**config.mk**
```make
export PLATFORM = sky130hd
export DESIGN_NAME = alu_pipe_param
export DESIGN_NICKNAME = d
export VERILOG_FILES = /design/src/rtl/alu_pipe_param.sv
export SDC_FILE = /design/constraint.sdc
export NUM_CORES = 1
export LEC_CHECK = 0
export BUFFER_PORTS_ARGS = -buffer_cell sky130_fd_sc_hd__buf_2
export CORE_ASPECT_RATIO = 0.75
export CORE_MARGIN = 2
export CORE_UTILIZATION = 55
export DETAILED_ROUTE_END_ITERATION = 16
export PLACE_DENSITY = 0.73
export REMOVE_ABC_BUFFERS = 1
export SLEW_MARGIN = 0
export SYNTH_ARGS = -nofsm -noshare
export SYNTH_HDL_FRONTEND = slang
export SYNTH_SLANG_ARGS = --single-unit
```
**constraint.sdc**
```tcl
create_clock -name clk -period 3.6 [get_ports clk]
set_input_delay 0 -clock clk [delete_from_list [all_inputs] [get_ports clk]]
set_output_delay 0 -clock clk [all_outputs]
set_load 0.01 [all_outputs]
```
**src/rtl/alu_pipe_param.sv**
```systemverilog
// alu_pipe_param: WIDTH-bit ALU with a LATENCY-deep result pipeline.
// It uses a valid/ready handshake. The whole pipeline stalls on output
// backpressure. A persistent carry flag lets ADC/SBB chain multi-word arithmetic.
// The result and flags are computed when an op is accepted. They then ride
// through the stage registers together with a valid bit.
module alu_pipe_param #(
  parameter int WIDTH      = 8,
  parameter int LATENCY    = 8,
  parameter bit SIGNED_CMP = 1'b0
) (
  input  logic             clk,
  input  logic             rst,
  input  logic             in_valid,
  output logic             in_ready,
  input  logic [WIDTH-1:0] a,
  input  logic [WIDTH-1:0] b,
  input  logic [3:0]       alu_sel,
  output logic             out_valid,
  input  logic             out_ready,
  output logic [WIDTH-1:0] alu_out,
  output logic             carry_out,
  output logic             equal,
  output logic             greater,
  output logic             smaller,
  output logic             zero
);

  typedef enum logic [3:0] {
    OP_ADD  = 4'b0000,
    OP_SUB  = 4'b0001,
    OP_RSV0 = 4'b0010,
    OP_NEG0 = 4'b0011,
    OP_ADC  = 4'b0100,
    OP_SBB  = 4'b0101,
    OP_RSV1 = 4'b0110,
    OP_NEG1 = 4'b0111,
    OP_AND  = 4'b1000,
    OP_XOR  = 4'b1001,
    OP_OR   = 4'b1010,
    OP_NOT  = 4'b1011,
    OP_SHR  = 4'b1100,
    OP_SHL  = 4'b1101,
    OP_ROR  = 4'b1110,
    OP_ROL  = 4'b1111
  } op_e;

  // One pipeline slot. Bubbles carry an all-zero payload, so the flags read 0
  // whenever the output is not valid.
  typedef struct packed {
    logic             valid;
    logic [WIDTH-1:0] res;
    logic             carry;
    logic             eq;
    logic             gt;
    logic             lt;
    logic             zero;
  } stage_t;

  stage_t           r_stage [LATENCY];
  logic             r_cf;

  stage_t           w_new;
  logic             w_adv;
  logic             w_accept;
  logic             w_cin;
  logic [WIDTH:0]   w_sum;
  logic [WIDTH:0]   w_diff;
  logic [WIDTH-1:0] w_res;
  logic             w_carry;
  logic             w_cf_upd;
  logic             w_eq;
  logic             w_lt;
  logic             w_gt;

  // The pipeline only moves when the output slot is empty or being drained.
  // Stage 0 is loaded on the same edge, so a full pipe keeps streaming at
  // one op per cycle.
  assign in_ready = !(out_valid && !out_ready);
  assign w_adv    = in_ready;
  assign w_accept = in_valid && in_ready;

  // Only ADC/SBB consume the stored carry. The other ops see a zero carry-in.
  assign w_cin  = (alu_sel == OP_ADC) || (alu_sel == OP_SBB) ? r_cf : 1'b0;
  assign w_sum  = {1'b0, a} + {1'b0, b} + {{WIDTH{1'b0}}, w_cin};
  // Top bit of the (WIDTH+1)-bit difference is set exactly when it went negative.
  assign w_diff = {1'b0, a} - {1'b0, b} - {{WIDTH{1'b0}}, w_cin};

  generate
    if (SIGNED_CMP) begin : g_cmp_signed
      assign w_lt = $signed(a) < $signed(b);
    end else begin : g_cmp_unsigned
      assign w_lt = a < b;
    end
  endgenerate
  assign w_eq = (a == b);
  assign w_gt = !w_eq && !w_lt;

  // Opcode decode: result, carry/borrow/shift-out, and whether cf is written.
  always_comb begin
    // NOTE: every signal gets a default first so no path through the case infers a latch.
    w_res    = '0;
    w_carry  = 1'b0;
    w_cf_upd = 1'b0;
    case (op_e'(alu_sel))
      OP_ADD, OP_ADC: begin
        w_res    = w_sum[WIDTH-1:0];
        w_carry  = w_sum[WIDTH];
        w_cf_upd = 1'b1;
      end
      OP_SUB, OP_SBB: begin
        w_res    = w_diff[WIDTH-1:0];
        w_carry  = w_diff[WIDTH];
        w_cf_upd = 1'b1;
      end
      OP_NEG0, OP_NEG1: w_res = (~b) + WIDTH'(1);
      OP_AND:           w_res = a & b;
      OP_XOR:           w_res = a ^ b;
      OP_OR:            w_res = a | b;
      OP_NOT:           w_res = ~b;
      OP_SHR: begin
        w_res   = {1'b0, a[WIDTH-1:1]};
        w_carry = a[0];
      end
      OP_SHL: begin
        w_res   = {a[WIDTH-2:0], 1'b0};
        w_carry = a[WIDTH-1];
      end
      OP_ROR: begin
        w_res   = {a[0], a[WIDTH-1:1]};
        w_carry = a[0];
      end
      OP_ROL: begin
        w_res   = {a[WIDTH-2:0], a[WIDTH-1]};
        w_carry = a[WIDTH-1];
      end
      default: ; // reserved opcodes: result 0, carry 0, cf untouched
    endcase
  end

  // Build the slot entering stage 0. A bubble enters as all zeros.
  always_comb begin
    w_new = '0;
    if (in_valid) begin
      w_new.valid = 1'b1;
      w_new.res   = w_res;
      w_new.carry = w_carry;
      w_new.eq    = w_eq;
      w_new.gt    = w_gt;
      w_new.lt    = w_lt;
      w_new.zero  = (w_res == '0);
    end
  end

  // Advance the pipeline and update the carry flag on accept. A reset flushes everything.
  always_ff @(posedge clk) begin
    if (rst) begin
      // NOTE: the stage array is reset because every slot's valid bit and flags must read 0 after reset.
      for (int i = 0; i < LATENCY; i++) r_stage[i] <= '0;
      r_cf <= 1'b0;
    end else if (w_adv) begin
      // NOTE: non-blocking assignments let each stage capture its neighbour's old value.
      r_stage[0] <= w_new;
      for (int i = 1; i < LATENCY; i++) r_stage[i] <= r_stage[i-1];
      if (w_accept && w_cf_upd) r_cf <= w_carry;
    end
  end

  assign out_valid = r_stage[LATENCY-1].valid;
  assign alu_out   = r_stage[LATENCY-1].res;
  assign carry_out = r_stage[LATENCY-1].carry;
  assign equal     = r_stage[LATENCY-1].eq;
  assign greater   = r_stage[LATENCY-1].gt;
  assign smaller   = r_stage[LATENCY-1].lt;
  assign zero      = r_stage[LATENCY-1].zero;

endmodule

```
== Word level (Yosys, flattened, before mapping) ==
Memory sizes are Yosys's and may differ from the RTL's.
Cells that the tools add are included.

* RAM bits: 112
* Input bits: 24
* Output and inout port bits: 15
* Bits in registers: 1
* Word-level logic and storage cells: 71
* Memories kept: 1

* Reductions and logical operators: 18
* $add $sub $neg: 5
* Bitwise operators: 13
* Order comparisons: 1
* Mux-type cells: 18
* Equal/unequal tests: 14

{| class="wikitable"
|+ Memory list
! memory !! depth !! width !! read ports !! clocked after Yosys merged registers in !! write ports !! line !! text
|-
| r_stage || 8 || 14 || 8 || 0 || 8 || 59 || <nowiki>stage_t r_stage [LATENCY];</nowiki>
|}

{| class="wikitable"
|+ Operators by type and width
! cell !! number
|-
| 14-bit 2-to-1 mux || 9
|-
| 8-bit one-hot mux with 11 select lines || 1
|-
| 4-bit equality test, second input constant || 8
|-
| 4-bit by 3-bit equality test with 1-bit output, second input constant || 3
|-
| 2-bit OR reduction || 5
|-
| 8-bit by 8-bit adder with 9-bit output || 1
|-
| 9-bit by 1-bit adder with 9-bit output || 1
|-
| 8-bit by 8-bit subtractor with 9-bit output || 1
|-
| 9-bit by 1-bit subtractor with 9-bit output || 1
|-
| 8-bit by 1-bit adder with 8-bit output, second input constant || 1
|-
| 8-bit AND || 1
|-
| 8-bit equality test || 1
|-
| 8-bit zero test || 1
|-
| 8-bit less-than comparator || 1
|-
| 8-bit inverter || 1
|-
| 1-bit bitwise OR || 8
|-
| 8-bit bitwise OR || 1
|-
| 8-bit bitwise XOR || 1
|-
| 1-bit 2-to-1 mux || 7
|-
| 4-bit by 1-bit equality test with 1-bit output, second input constant || 1
|-
| 4-bit by 2-bit equality test with 1-bit output, second input constant || 1
|-
| 1-bit logical AND || 4
|-
| 1-bit zero test || 4
|-
| 4-bit zero test || 1
|-
| other kinds (5) || 5
|}

== Logic depth before layout (Yosys ltp) ==
Gate-level depths: netlist of the first run.

* Depth after elaboration: 8
* Mapped depth: 14
* Depth with buffers taken out: 12

== Least setup slack after synthesis of the first run ==
No wires, ideal clock.

* Path type: input -> register
* Start: input alu_sel[3]
* End: memory r_stage[0][10] (netlist bit), data pin
* Required time: 3.345 ns
* Buffers on the path: 2
* Library setup time: 0.255 ns
* Setup slack: 0.620 ns
* Data arrival time: 2.726 ns
* Stages: 14
* Cells stage by stage: clkbuf_1 > clkbuf_1 > nor2_1 > nand3_1 > inv_1 > fa_1 > inv_1 > ha_1 > o211ai_1 > a31oi_1 > xnor2_1 > nor2_1 > or4b_1 > and2_1

{| class="wikitable"
|+ RTL lines
! element !! line !! text
|-
| from (decl) || 17 || <nowiki>input logic [3:0] alu_sel,</nowiki>
|-
| to (decl) || 59 ||
|}

==> results of run 1 <==
worst min-delay path: cells and delay by family:
family	cells	cell delay, ps
AND/OR/NAND/NOR	1	60
buffers and inverters	1	110
AO/OA/AOI/OAI	2	230
report_power, final:
part	switching (mW)	total, mW	internal [mW]
logic	0.219	0.356	0.137
registers	0.00459	1.46	1.45
clock network	0.543	1.69	1.15
total	0.766	3.50	2.74
worst paths after layout:
| kind | from | to | slack [ps] |
|---|---|---|---|
| setup / recovery | r_cf | r_stage[0][10] | 790 |
| hold reg to reg | r_stage[0][49] | r_stage[1][7] | 510 |
| setup reg to reg | r_cf | r_stage[0][10] | 790 |
| hold / removal | alu_sel[3] | r_cf | 70 |
cell type report:
type	instances	area, µm²	share of cell area
well taps	140	175.2	0.02484
multi-input cells	349	2515	0.3566
repair buffers	46	252.7	0.03584
clock inverters	12	165.2	0.02342
inverters	33	123.9	0.01757
flip-flops and latches	113	3383	0.4798
clock buffers	20	436.7	0.06192
cell families (layout without fill, tap and decap cells):
logic type	Yosys count	after routing
buffers and inverters	68	111
XOR/XNOR	10	10
AND/OR/NAND/NOR	200	200
flip-flops	113	113
adder cells (fa/ha/maj)	43	43
multiplexers	7	7
AO/OA/AOI/OAI	89	89
through the flow:
step | power [mW] | std cells
6_report | 3.504 | 713
5_1_grt | 3.637 | 713
4_1_cts | 3.527 | 713
3_5_place_dp | 1.829 | 680
3_3_place_gp | 1.826 | 680
2_1_floorplan | 1.705 | 495
Yosys cell counts, types with 7 or more instances:
library cell	instances
buf_4	9
nand2_1	18
nand2b_1	7
xnor2_1	10
o21ai_0	15
and2_1	75
a21oi_1	20
edfxtp_1	112
inv_1	30
nor2_1	24
clkbuf_1	20
nor2b_1	33
ha_1	39
sequential cells by signal, summed over array words and instances (netlist names):
signal and cells:
r_cf 1, r_stage 112
routing by layer:
| layer | track usage | vias to the layer above |
|---|---|---|
| met5 | 0 | - |
| met4 | 0.06410 | 0 |
| met3 | 0.05892 | 11 |
| met2 | 0.3213 | 154 |
| met1 | 0.3191 | 1961 |
| li1 | - | 1945 |
what timing repair did:
action	CTS	global route
endpoints found under the setup margin	0	0
hold buffers	1	0
hold endpoints to repair	1	0
==> impl_metrics.json, run 1 <==
{
  "worst_path_max_delay_cell": "or4b_1",
  "top_level_ports": 39,
  "cts_buffer_depth": 2,
  "die_area_um2": 12130,
  "final_cell_mix": "edfxtp_1, and2_1, ha_1",
  "drt_iter0_drc": 393,
  "worstPathRequired_ps": 3740,
  "worst_path_largest_cell_delay_ps": 550,
  "async_flop_share": 0,
  "drt-met1-wl_um": 5966,
  "path_buf_inv": 2,
  "final_util": 0.6445,
  "grt.overflow.total": 0,
  "antenna_left": 0,
  "holdWs_ps": 65.04,
  "filler_cell_count": 830,
  "wirelength_um": 12460,
  "min_period_over_period": 0.7801,
  "rsz0062_at_grt": "false",
  "yosys_warnings": 0,
  "place_hpwl_um": 8376,
  "cp.depth": 11,
  "p_per_area_nw_per_um2": 497.0,
  "antenna_found_initial": 0,
  "synth-simple-area-share": 0.1885,
  "synth_edf_count": 112,
  "yosys-mux-area-fraction": 0.01576,
  "dr.pass1.iters": 6,
  "end_kind": "flip-flop",
  "ys.flop_type": "edfxtp_1",
  "cts_buffers": 17,
  "tritoncts": "yes",
  "root_buffer": "clkbuf_16",
  "vias": 4071,
  "grt_max_degree": 71,
  "synth_fa_ha_area_frac": 0.09172,
  "rr_worst_depth": 11,
  "start_kind": "flip-flop",
  "grt_pass1_wl_um": 20390,
  "setup_viol": 0,
  "crit_chain": "nand3_1 > inv_1 > fa_1 > inv_1 > ha_1 > o211ai_1 > a31oi_1 > xnor2_1 > nor2_1 > or4b_1 > and2_1",
  "min_path_type": "input port to flip-flop",
  "skew_ps": 9.228,
  "drive_gt1_frac": 0.1396,
  "routed.top_layer": "met4",
  "status": "complete, no violations",
  "max_cap_viol_count": 0,
  "cp_common_cell": "inv_1",
  "fin_area_um2": 7052,
  "cts_sinks": 113,
  "yosysTopAreaCell": "edfxtp_1",
  "worstPathMaxFanout": 3,
  "viasPerCell": 5.710,
  "postCtsSetupBuffers": 0,
  "yosysSeqAreaShare": 0.5463,
  "wl_met2_um": 5552,
  "place_ws_ps": 794.9,
  "setup_ws_ps": 791.7,
  "crit_family": "simple AND/OR/NAND/NOR gates",
  "cts_resized": 0,
  "die_h_um": 95.90,
  "syn_area_um2": 6193,
  "start_util": 0.5660,
  "worstPathArrival_ps": 2950,
  "wl_met3_um": 799,
  "tightest_slew_ps": 1103,
  "nets": 627,
  "layout_commonest_cell": "edfxtp_1",
  "row_count": 33,
  "whs_path_depth": 4,
  "drv_slew": 0,
  "synthTopCellsByArea": "edfxtp_1, ha_1, and2_1, nor2b_1, inv_1",
  "timing.fmax_mhz": 356.1,
  "crit_type": "flip-flop to flip-flop",
  "max_slew_margin": 0.2544,
  "fp.dieW_um": 126.5,
  "htreeDepth": 4,
  "placement.io_buffers": 38,
  "report.final.hold_viol_count": 0,
  "gr-usage-all-layers": 0.2183,
  "syn_inst": 530,
  "period_minus_slack_ps": 2808,
  "core_um2": 10940,
  "drcViolationCount": 0,
  "ys_ff_latch": 113,
  "leakage_nw": 3.055,
  "synth_compound_area_frac": 0.09515,
  "grt_pass1_vias": 3858,
  "avgSynthCellArea_um2": 11.69,
  "finalSetupTns_ps": 0,
  "ys_types": 60,
  "yosys.area_share.xor_xnor": 0.01414,
  "synth_top_family_by_area": "simple AND/OR/NAND/NOR gates",
  "clk_latency_ps": 390,
  "clkTransAtPathRegs_ps": 50,
  "synthToLayoutAreaGrowth_pct": 13.86,
  "gp_congestion": 0.9248,
  "antenna_cells": 0,
  "synth_top_cell_area_share": 0.5430,
  "irDropWorstVdd_mv": 0.3740,
  "placed_cell_area_um2": 6440,
  "wl_per_cell_um": 17.48
}
No activity file was read; power rests on OpenSTA's default activity.
==> run 2: changes to the inputs <==
--- a/config.mk
+++ b/config.mk
@@ -5,6 +5,7 @@
 export SDC_FILE = /design/constraint.sdc
 export NUM_CORES = 1
 export LEC_CHECK = 0
+export ABC_AREA = 1
 export BUFFER_PORTS_ARGS = -buffer_cell sky130_fd_sc_hd__buf_2
 export CORE_ASPECT_RATIO = 0.75
 export CORE_MARGIN = 2
==> constraint.sdc (replaced) <==
create_clock -name clk -period 2.68 [get_ports clk]
set_input_delay 0 -clock clk [delete_from_list [all_inputs] [get_ports clk]]
set_output_delay 0 -clock clk [all_outputs]
set_load 0.01 [all_outputs]
==> run 2 against run 1 <==
Utilization increased by 0.094 points; routed wire length increased by 16%; clock power increased by 37%; register-to-register slack got worse by 600 ps; synthesized area increased by 3.6%; sequential share of layout area decreased by 2.3 points; sequential power increased by 35%; critical path depth increased by 2; first-iteration DRC count increased by 18%; final area increased by 5.1%; synthesized cell count increased by 42%.
==> impl_metrics.json, run 2 <==
{
  "pwr-share-clk": 0.483,
  "synthToLayoutAreaGrowth_pct": 15.59,
  "p_per_area_nw_per_um2": 648.2,
  "place_ws_ps": 66.15,
  "wl_per_cell_um": 15.12,
  "cp_common_cell": "nand3_1",
  "placed_cell_area_um2": 6763,
  "syn_area_um2": 6414,
  "yosys-mux-area-fraction": 0,
  "finalSetupTns_ps": 0,
  "drv_slew": 0,
  "synth-simple-area-share": 0.2308,
  "cts_buffers": 17,
  "yosys.area_share.xor_xnor": 0.001366,
  "r2r_start": "r_cf",
  "status": "complete, no violations",
  "tritoncts": "yes",
  "reg.largest.list": "r_stage: 112 flops, r_cf: 1 flops",
  "drive_gt1_frac": 0.1134,
  "irDropWorstVdd_mv": 0.4910,
  "synth_edf_count": 112,
  "top_level_ports": 39,
  "start_kind": "flip-flop",
  "viasPerCell": 4.993,
  "ys_ff_latch": 113,
  "crit_family": "adder cells",
  "gp_congestion": 0.9394,
  "yosysTopAreaCell": "edfxtp_1",
  "synthTopCellsByCount": "inv_1, nor2_1, nand2_1",
  "start_util": 0.5584,
  "yosys_warnings": 0,
  "wirelength_um": 14440,
  "largest_reg_flops": 112,
  "worstPathRequired_ps": 2940,
  "grt.overflow.total": 0,
  "gr-usage-all-layers": 0.2461,
  "max_cap_viol_count": 0,
  "drt_iter0_drc": 464,
  "tightest_slew_ps": 583.9,
  "core_um2": 11490,
  "placedCellCount": 922,
  "worstPathMaxFanout": 3,
  "vias": 4768,
  "antenna_left": 0,
  "synth_most_common_cell": "inv_1",
  "startpoint": "r_cf",
  "clkTransAtPathRegs_ps": 50,
  "nets": 865,
  "max_slew_margin": 0.6107,
  "rsz0062_at_grt": "false",
  "hp-start": "in_valid",
  "filler_cell_count": 943,
  "synth_fa_ha_area_frac": 0.08857,
  "timing.fmax_mhz": 401.9,
  "worst_path_largest_cell_delay_ps": 540,
  "clk_latency_ps": 400,
  "end_kind": "flip-flop",
  "grt_pass1_wl_um": 23130,
  "p_int_mw": 3.729,
  "p_switching_mw": 1.076,
  "place_hpwl_um": 10410,
  "syn_inst": 753,
  "async_flop_share": 0,
  "grt_pass1_vias": 4585,
  "synth_compound_area_frac": 0.02575,
  "placement.io_buffers": 38,
  "cts_sinks": 113,
  "die_area_um2": 12550,
  "synthTopCellsByArea": "edfxtp_1, inv_1, nor2_1, ha_1, nand2_1",
  "htreeDepth": 4,
  "crit_type": "flip-flop to flip-flop",
  "fp.dieW_um": 128.7,
  "setup_ws_ps": 191.8,
  "path_buf_inv": 3,
  "p_comb_frac": 0.108,
  "cts_buffer_depth": 2,
  "row_count": 34,
  "largest_register": "r_stage",
  "yosysSeqAreaShare": 0.5275,
  "worstPathArrival_ps": 2750,
  "antenna_cells": 0,
  "holdWs_ps": 63.64,
  "drcViolationCount": 0,
  "finalPower_mw": 4.805,
  "setup_viol": 0,
  "ys.flop_type": "edfxtp_1",
  "crit_chain": "inv_1 > nor3_2 > buf_4 > fa_1 > inv_1 > ha_1 > o21ai_0 > nand3_1 > nand3_1 > nand3_1 > nor2_1 > nand3_1 > nor2_1",
  "die_h_um": 97.52,
  "min_period_over_period": 0.9284,
  "final_util": 0.6454,
  "swShare": 0.2239,
  "grt_max_degree": 113,
  "fin_area_um2": 7413,
  "report.final.hold_viol_count": 0,
  "leakage_nw": 3.495,
  "worst_path_max_delay_cell": "fa_1",
  "final_cell_mix": "inv_1, nor2_1, nand2_1",
  "skew_ps": 9.671,
  "period_minus_slack_ps": 2488,
  "root_buffer": "clkbuf_16",
  "p_seq_frac": 0.409,
  "min_path_type": "input port to flip-flop",
  "avgSynthCellArea_um2": 8.517,
  "synth_top_cell_area_share": 0.5244,
  "layout_commonest_cell": "inv_1",
  "synth_top_family_by_area": "simple AND/OR/NAND/NOR gates",
  "stdcell_count": 955,
  "antenna_found_initial": 0,
  "ys_types": 25,
  "dr.pass1.iters": 6
}
run 2: cell types whose count changed in the layout (fill, tap and decap cells not counted), moves of 6 or more:
cell | previous run | this run
nor4_1 | 6 | 0
nor2b_1 | 32 | 0
clkbuf_8 | 0 | 6
nand2_1 | 18 | 126
nor2_1 | 24 | 159
nand2b_1 | 7 | 0
xnor2_1 | 10 | 1
nor2_2 | 0 | 6
o21ai_0 | 15 | 9
nand3_1 | 5 | 49
inv_1 | 30 | 178
nand3b_1 | 0 | 6
and2_1 | 75 | 0
run 2: final cells by class:
class	instances	area (µm²)	area share
clock buffers	27	523.0	0.07055
clock inverters	5	100.1	0.01350
inverters	183	686.9	0.09266
multi-input cells	436	2255	0.3041
flip-flops and latches	113	3383	0.4564
well taps	144	180.2	0.02430
repair buffers	47	285.3	0.03848
run 2: final timing paths:
kind,end,slack [ps],cells past startpoint
worst min-delay path,r_cf,60,5
worst min register to register,r_stage[1][36],520,2
worst max register to register,r_stage[0][0],190,13
worst max-delay path,r_stage[0][0],190,13
run 2: metal layers:
metal	vias to the layer above	routed length, µm	global-route usage
li1	2408	-	-
met1	2196	7445	0.3820
met2	147	5927	0.3378
met3	17	911	0.06883
met4	0	150	0.06605
met5	-	0	0
run 2: repair_timing:
item	CTS	global route
buffers inserted	0	0
endpoints found under the hold margin	4	0
endpoints found under the setup margin	0	5
hold buffers	1	0
gates resized for setup	0	7
run 2: power by group through the flow:
stage          clock (mW)  sequential, mW  combinational, mW
6_report             2.32            1.97              0.518
4_1_cts              2.36            1.97              0.500
2_1_floorplan           0            2.00              0.319
3_3_place_gp            0            2.00              0.494
5_1_grt              2.44            1.97              0.579
3_5_place_dp            0            2.00              0.495
run 2: worst reg2reg max path, stage by stage (launching register included):
cell,delay [ps]
dfxtp_1,290
inv_1,90
nor3_2,60
buf_4,130
fa_1,540
inv_1,70
ha_1,200
o21ai_0,330
nand3_1,130
nand3_1,110
nand3_1,90
nor2_1,130
nand3_1,90
nor2_1,90
run 2: kinds of logic after synthesis:
group           after synthesis
xor+xnor                      1
compound gates               31
simple gates                361
flops                       113
fa+ha+maj                    43
buf+inv                     204
==> run 3: changes to the inputs <==
--- a/config.mk
+++ b/config.mk
@@ -13,6 +13,7 @@
 export DETAILED_ROUTE_END_ITERATION = 16
 export PLACE_DENSITY = 0.73
 export REMOVE_ABC_BUFFERS = 1
+export SETUP_SLACK_MARGIN = 0.2
 export SLEW_MARGIN = 0
 export SYNTH_ARGS = -nofsm -noshare
 export SYNTH_HDL_FRONTEND = slang
==> run 3 against run 2 <==
Cell count is the same; routed wire length barely moved; sequential share of layout area decreased by 0.17 points; register-to-register slack improved by 50 ps; hold slack got worse by 8.4 ps.
==> impl_metrics.json, run 3 (same netlist as run 2, synthesis figures left out) <==
{
  "die_h_um": 97.52,
  "grt_pass1_wl_um": 23150,
  "grt_use_met1": 0.3820,
  "cts_buffer_depth": 2,
  "drt_iter0_drc": 485,
  "irDropWorstVdd_mv": 0.4942,
  "viasPerCell": 5.031,
  "grt_use_met2": 0.3382,
  "core_um2": 11490,
  "rr_worst_depth": 16,
  "setup_ws_ps": 242.7,
  "holdWs_ps": 55.27,
  "wirelength_um": 14440,
  "timing.fmax_mhz": 410.3,
  "clk_latency_ps": 400,
  "largest_register": "r_stage",
  "start_util": 0.5584,
  "cts_sinks": 113,
  "end_kind": "flip-flop",
  "worstPathMaxFanout": 3,
  "p_per_area_nw_per_um2": 646.8,
  "wl_per_cell_um": 15.12,
  "rsz0062_at_grt": "true",
  "synthToLayoutAreaGrowth_pct": 16.02,
  "grt.overflow.total": 0,
  "row_count": 34,
  "max_slew_margin": 0.5907,
  "leakage_nw": 3.497,
  "whs_path_depth": 5,
  "min_path_type": "input port to flip-flop",
  "grt_max_degree": 113,
  "start_kind": "flip-flop",
  "die_area_um2": 12550,
  "drcViolationCount": 0,
  "antenna_cells": 0,
  "fp.dieW_um": 128.7,
  "worstPathRequired_ps": 2820,
  "htreeDepth": 4,
  "top_level_ports": 39,
  "min_period_over_period": 0.9094,
  "placedCellCount": 922,
  "root_buffer": "clkbuf_16",
  "period_minus_slack_ps": 2437,
  "dr.pass1.iters": 7,
  "drv_slew": 0,
  "filler_cell_count": 941,
  "use_met3": 0.06718,
  "crit_type": "flip-flop to flip-flop",
  "status": "complete, no violations",
  "finalSetupTns_ps": 0,
  "placement.io_buffers": 38,
  "reg.largest.list": "r_stage: 112 flops, r_cf: 1 flops",
  "placed_cell_area_um2": 6763,
  "clkTransAtPathRegs_ps": 50,
  "drive_gt1_frac": 0.1233,
  "worstPathArrival_ps": 2580,
  "top_usage_layer": "met1",
  "place_hpwl_um": 10410,
  "stdcell_count": 955,
  "fin_area_um2": 7441,
  "layout_commonest_cell": "inv_1",
  "place_ws_ps": 66.15,
  "report.final.hold_viol_count": 0,
  "skew_ps": 8.467,
  "grt_pass1_vias": 4588,
  "antenna_left": 0,
  "vias": 4805,
  "max_cap_viol_count": 0,
  "finalPower_mw": 4.812,
  "final_cell_mix": "inv_1, nor2_1, nand2_1",
  "gp_congestion": 0.9394,
  "antenna_found_initial": 0,
  "nets": 865,
  "tightest_slew_ps": 614.0,
  "cts_buffers": 17,
  "largest_reg_flops": 112,
  "gr-usage-all-layers": 0.2462,
  "final_util": 0.6478,
  "setup_viol": 0,
  "tritoncts": "yes"
}
[run 3: path summary, 6_finish.rpt]
| check | from | to | slack, ps |
|---|---|---|---|
| setup / recovery | r_cf | r_stage[0][0] | 240 |
| hold / removal | in_valid | r_cf | 60 |
| setup reg to reg | r_cf | r_stage[0][0] | 240 |
| hold reg to reg | r_stage[1][22] | r_stage[1][36] | 520 |
[run 3: cell type report]
type	instances	area (µm²)	area share
Multi-Input combinational cell	436	2282	0.3067
Inverter	183	686.9	0.09232
Timing Repair Buffer	47	285.3	0.03834
Tap cell	144	180.2	0.02421
Sequential cell	113	3383	0.4547
Clock inverter	5	100.1	0.01345
Clock buffer	27	523.0	0.07029
[run 3: report_power, final]
group,internal [mW],switching (mW)
sequential,1.96,0.00978
clock,1.61,0.711
combinational,0.169,0.358
[run 3: worst max-delay path: stages (launching register included)]
cell and delay, ps:
dfxtp_1 290, inv_1 80, nor3_2 60, buf_4 130, fa_2 550, inv_1 60, ha_1 200, o21ai_2 150
nand2_1 90, nand2_1 90, nand2_1 50, nand2_1 50, nand3_1 70, nand3_1 140, nor2_1 50, nand3_1 60
nor2_1 40
[run 3: repair_timing]
item / in CTS / in global routing
hold buffers: 1 / 0
endpoints found under the setup margin: 5 / 7
setup buffers: 0 / 0
hold endpoints to repair: 4 / 0
gates resized for setup: 4 / 12
pin swaps: 1 / 3
gates cloned: 0 / 0
[run 3: layer usage]
metal / wire length, µm / vias up
li1: - / 2413
met5: 0 / -
met1: 7326 / 2218
met4: 215 / 0
met2: 5831 / 151
met3: 1066 / 23
